==> config.mk <==
export PLATFORM = sky130hd
export DESIGN_NAME = fetch_unit
export DESIGN_NICKNAME = d
export VERILOG_FILES = /design/src/rtl/fetch_unit.sv
export SDC_FILE = /design/constraint.sdc
export NUM_CORES = 1
export LEC_CHECK = 0
export CORE_ASPECT_RATIO = 0.8
export CORE_MARGIN = 2
export CORE_UTILIZATION = 54
export DETAILED_ROUTE_END_ITERATION = 8
export PLACE_DENSITY = 0.8
export SLEW_MARGIN = 20
export SYNTH_ARGS = -nofsm -noshare
export SYNTH_HDL_FRONTEND = slang
export SYNTH_SLANG_ARGS = --single-unit
==> constraint.sdc <==
create_clock -name clk -period 6.7 [get_ports clk]
set_input_delay 1.005 -clock clk [delete_from_list [all_inputs] [get_ports clk]]
set_output_delay 1.005 -clock clk [all_outputs]
set_load 0.01 [all_outputs]
==> src/rtl/fetch_unit.sv <==
// Instruction fetch stage: owns the PC, issues word reads and buffers responses for decode.
// Define FETCH_PERF_EN to add the perf_fetched / perf_stall counters.
module fetch_unit #(
  parameter logic [31:0] RESET_PC = 32'h0040_0020,
  parameter int          DEPTH    = 4
) (
  input  logic        clk,
  input  logic        rst_n,
  input  logic        pc_ld,
  input  logic [31:0] pc_data,
  input  logic        redirect_valid,
  input  logic [31:0] redirect_pc,
  output logic        imem_req,
  output logic [31:0] imem_addr,
  input  logic        imem_rvalid,
  input  logic [31:0] imem_rdata,
  output logic        if_valid,
  output logic [31:0] if_instr,
  output logic [31:0] if_pc,
  input  logic        id_ready
`ifdef FETCH_PERF_EN
  ,
  output logic [31:0] perf_fetched,
  output logic [31:0] perf_stall
`endif
);

  localparam int AW = (DEPTH > 1) ? $clog2(DEPTH) : 1;
  localparam int CW = AW + 1;

  typedef struct packed {
    logic [31:0] pc;
    logic [31:0] instr;
  } fetch_ent_t;

  fetch_ent_t        ent_q [DEPTH];
  fetch_ent_t        head;
  logic [AW-1:0]     rd_ptr, wr_ptr;
  logic [CW-1:0]     count;
  logic [CW:0]       occ;
  logic [31:0]       pc, pc_nxt, req_pc;
  logic              inflight, squash;
  logic              flush, issue, rsp_take, push, pop;

  assign flush = pc_ld | redirect_valid;
  // Slots already promised to an outstanding request count as occupied.
  assign occ   = {1'b0, count} + {{CW{1'b0}}, inflight};
  // Gated by rst_n so no request is seen while reset is held.
  assign issue = rst_n & ~flush & (occ < (CW+1)'(DEPTH));

  assign rsp_take = imem_rvalid & inflight;
  assign push     = rsp_take & ~squash & ~flush;
  assign pop      = if_valid & id_ready & ~flush;

  assign imem_req  = issue;
  assign imem_addr = pc;

  assign head     = ent_q[rd_ptr];
  assign if_valid = (count != '0);
  assign if_instr = if_valid ? head.instr : '0;
  assign if_pc    = if_valid ? head.pc    : '0;

  always_comb begin
    pc_nxt = pc;
    if (pc_ld)               pc_nxt = pc_data & ~32'h3;
    else if (redirect_valid) pc_nxt = redirect_pc & ~32'h3;
    else if (issue)          pc_nxt = pc + 32'd4;
  end

  always_ff @(posedge clk or negedge rst_n) begin
    if (!rst_n) begin
      pc       <= RESET_PC;
      req_pc   <= RESET_PC;
      inflight <= 1'b0;
      squash   <= 1'b0;
      count    <= '0;
      rd_ptr   <= '0;
      wr_ptr   <= '0;
    end else begin
      pc       <= pc_nxt;
      inflight <= issue | (inflight & ~imem_rvalid);
      if (issue) req_pc <= pc;
      // A request still outstanding across a flush must have its data dropped.
      if (flush)         squash <= inflight & ~imem_rvalid;
      else if (rsp_take) squash <= 1'b0;
      if (flush) begin
        count  <= '0;
        rd_ptr <= '0;
        wr_ptr <= '0;
      end else begin
        count  <= count + CW'(push) - CW'(pop);
        rd_ptr <= rd_ptr + AW'(pop);
        wr_ptr <= wr_ptr + AW'(push);
      end
    end
  end

  always_ff @(posedge clk) begin
    if (push) ent_q[wr_ptr] <= '{pc: req_pc, instr: imem_rdata};
  end

`ifdef FETCH_PERF_EN
  always_ff @(posedge clk or negedge rst_n) begin
    if (!rst_n) begin
      perf_fetched <= '0;
      perf_stall   <= '0;
    end else begin
      if (push)                 perf_fetched <= perf_fetched + 32'd1;
      if (if_valid && !id_ready) perf_stall  <= perf_stall + 32'd1;
    end
  end
`endif

endmodule

==> impl_metrics.tcl <==
set metrics [dict create \
    status "completed" \
    synth_cells 790 \
    synth_sequential_area_ratio_pct 69.70 \
    grt_overflow 0 \
    rows 51 \
    die_area_mm2 0.02566 \
    max_freq_mhz 225.5 \
    clk_pin_slew_ns 0.06 \
    ant_nets 0 \
    cts_resized 0 \
    pin_count 200 \
    grt_pass1_vias 7798 \
    io_buffers 191 \
    hold_viol_final 0 \
    timing.rr.start "count[1]$_DFF_PN0_" \
    power_frac_comb_pct 6.7 \
    p_leak_nw 5.664 \
    ys_async_sr_fraction_pct 21.77 \
    drt_iter0_markers 715 \
    layout_common_cells "edfxtp_1 (248), clkdlybuf4s50_1 (189), and2_1 (70)" \
    drv_cap 0 \
    synth_area_per_cell_um2 16.67 \
    clock_sinks 317 \
    path_buf_inv 2 \
    yosys.area_share.simple_pct 7.933 \
    gp_congestion 0.8666 \
    synth_mux_area_share_pct 13.23 \
    rsz0062_at_grt "no" \
    worstSetupStartpoint "rd_ptr[0]$_DFF_PN0_" \
    cts-hold-fix-buffers 0 \
    drc 0 \
    cts-root-buf "clkbuf_16" \
    numCtsBuffers 31 \
    hp-start "req_pc[25]$_DFFE_PN0P_" \
    synth_top_family_by_area "multiplexers" \
    worstPathRequired_ns 5.69 \
    report.final.slew_viol_count 0 \
    drive_above_1_share_pct 17.51 \
    busiest_layer "met2" \
    synth-edff-count 248 \
    yosys.area.top_type "edfxtp_1" \
    synth-warning-count 0 \
    vias 7748 \
    endpoint_kind "output pin" \
    globalRouteMet3Util_pct 5.265 \
    synth_seq_cells 317 \
    period_share_pct 66.18 \
    max_stage_delay_ns 0.97 \
    p_int_mw 3.444 \
    netSwitchingFraction_pct 21.75 \
    clk_latency_ns 0.56 \
    crit_fanout 40 \
    layout_commonest_cell "edfxtp_1" \
    critical_path_class "flop to output pin" \
    use_met1_pct 33.35 \
    synthTopCellsByArea "edfxtp_1 (57%), dfrtp_1 (12%), mux4_2 (11%)" \
    tns_ns 0 \
    p_clk_share_pct 40.2 \
    fin_nets 1089 \
    synth_compound_area_share_pct 5.007 \
    die_h_um 143.7 \
    start_util_pct 54.60 \
    synth_top_cell_area_share_pct 56.55 \
    cp_top_family "buffers and inverters" \
    grt_use_met2_pct 36.66 \
    netlist_area_mm2 0.01317 \
    synth_flop_cell "edfxtp_1" \
    cts_max_path_buffers 3 \
    grt_pass1_wl_um 44630 \
    slew_headroom_pct 32.75 \
    grt_max_degree 72 \
    track_usage_pct 23.12 \
    numPlacedInstances 1265 \
    worstMarginPinSlew_ns 1.009 \
    core_mm2 0.02412 \
    synth_adder_area_share_pct 0.7221 \
    utilization_pct 68.26 \
    drt-total-wl_um 29080 \
    finClkSkew_ns 0.01384 \
    synth-xor-area-share_pct 1.397 \
    routedWlPerCell_um 21.97 \
    post-dp-hpwl_um 17510 \
    irDropWorstVdd_uv 230.5 \
    htree_levels 1 \
    routed_via_density 5.852 \
    die_x_um 178.6 \
    area_growth_pct 25.04 \
    cp_slowest_cell "dfrtp_4" \
    path_cells "buf_4 -> mux4_2 -> and2_1 -> clkdlybuf4s50_1" \
    p_per_area_mw_per_mm2 267.3 \
    cts_tree "done" \
    cp-start-kind "flop" \
    min_path_type "flop to flop" \
    pwr-share-seq_pct 53.1 \
    antenna_found_initial 1 \
    instances_no_fill 1324 \
    critPathArrivalTime_ns 3.43 \
    dr.pass1.iters 5 \
    finalSetupViolations 0 \
    period_minus_slack_ns 4.434 \
    postCtsSetupRepairBufs 0 \
    switching_power_uw 957.1 \
    synth.distinct_cells 64 \
]
[power by group through the flow]
stage | Combinational (mW) | Sequential [mW] | Clock, mW
6_report | 0.293 | 2.34 | 1.77
5_1_grt | 0.316 | 2.35 | 1.87
4_1_cts | 0.293 | 2.34 | 1.79
3_5_place_dp | 0.289 | 2.38 | 0
3_3_place_gp | 0.282 | 2.37 | 0
2_1_floorplan | 0.132 | 2.35 | 0
[layer usage]
layer	part of all wire, %	wire [µm]
met2	46	13440
met4	1.8	529
met3	9.0	2616
met1	43	12500
met5	0	0
[synthesized netlist by cell type (5+ instances only)]
library cell,instances
edfxtp_1,248
and2_1,70
dfrtp_1,65
mux4_2,62
nand2_1,42
clkbuf_1,35
a21oi_1,31
mux2_2,28
nor2_1,28
o21ai_0,23
nand3_1,13
inv_1,12
xor2_1,11
xnor2_1,10
buf_2,8
nand4_1,7
a22oi_1,6
ha_1,6
and3_1,5
nor3b_1,5
[final cells by class]
type	instances	area, µm²
clock buffer	33	783.3
inverter	12	45.04
timing repair buffer	203	2007
fill	1620	7655
antenna	1	2.502
clock inverter	25	264.0
sequential	317	9186
multi-input combinational	415	3780
tap	318	397.9
[per-stage QoR]
stage	setup WS [ns]	area, µm²	hold slack, ns	total power, mW
2_1_floorplan	0.1836	13190	0.4709	2.482
3_3_place_gp	2.057	15420	0.4906	2.651
3_5_place_dp	1.984	15420	0.5053	2.667
4_1_cts	2.146	16460	0.5168	4.425
5_1_grt	2.020	16460	0.5302	4.541
6_report	2.266	16470	0.5157	4.401
[flip-flops by register name, summed over array words and instances (netlist names)]
name,count
ent_q,248
inflight,1
squash,1
wr_ptr,2
imem_addr,30
rd_ptr,2
count,3
req_pc,30
[path summary, 6_finish.rpt]
kind                       slack [ns]                         to  cells after the start
max in group asynchronous        5.38        rd_ptr[1]$_DFF_PN0_                      1
min in group asynchronous        0.58  imem_addr[15]$_DFFE_PN0P_                      1
setup / recovery                 2.27                  if_pc[23]                      4
hold / removal                   0.52     ent_q[2][57]$_DFFE_PP_                      0
setup reg to reg                 4.16         count[2]$_DFF_PN0_                      9
hold reg to reg                  0.52     ent_q[2][57]$_DFFE_PP_                      0
[logic make-up (layout without fill, tap and decap cells)]
kind of cell / count (synthesis) / count (layout)
flops: 317 / 317
simple gates: 189 / 189
compound gates: 101 / 101
mux: 93 / 93
buf+inv: 61 / 273
xor+xnor: 21 / 21
fa+ha+maj: 7 / 7
other cells: 1 / 5
[worst reg2reg max path: stages, from the launching register on]
cell and delay [ns]:
dfrtp_1 0.44, or3_2 0.61, and3_1 0.27, ha_1 0.29, inv_1 0.06, ha_1 0.13, inv_1 0.05, fa_1 0.37
xnor2_1 0.15, nor2_1 0.05
Note: power is estimated with default switching activity, not from simulation.
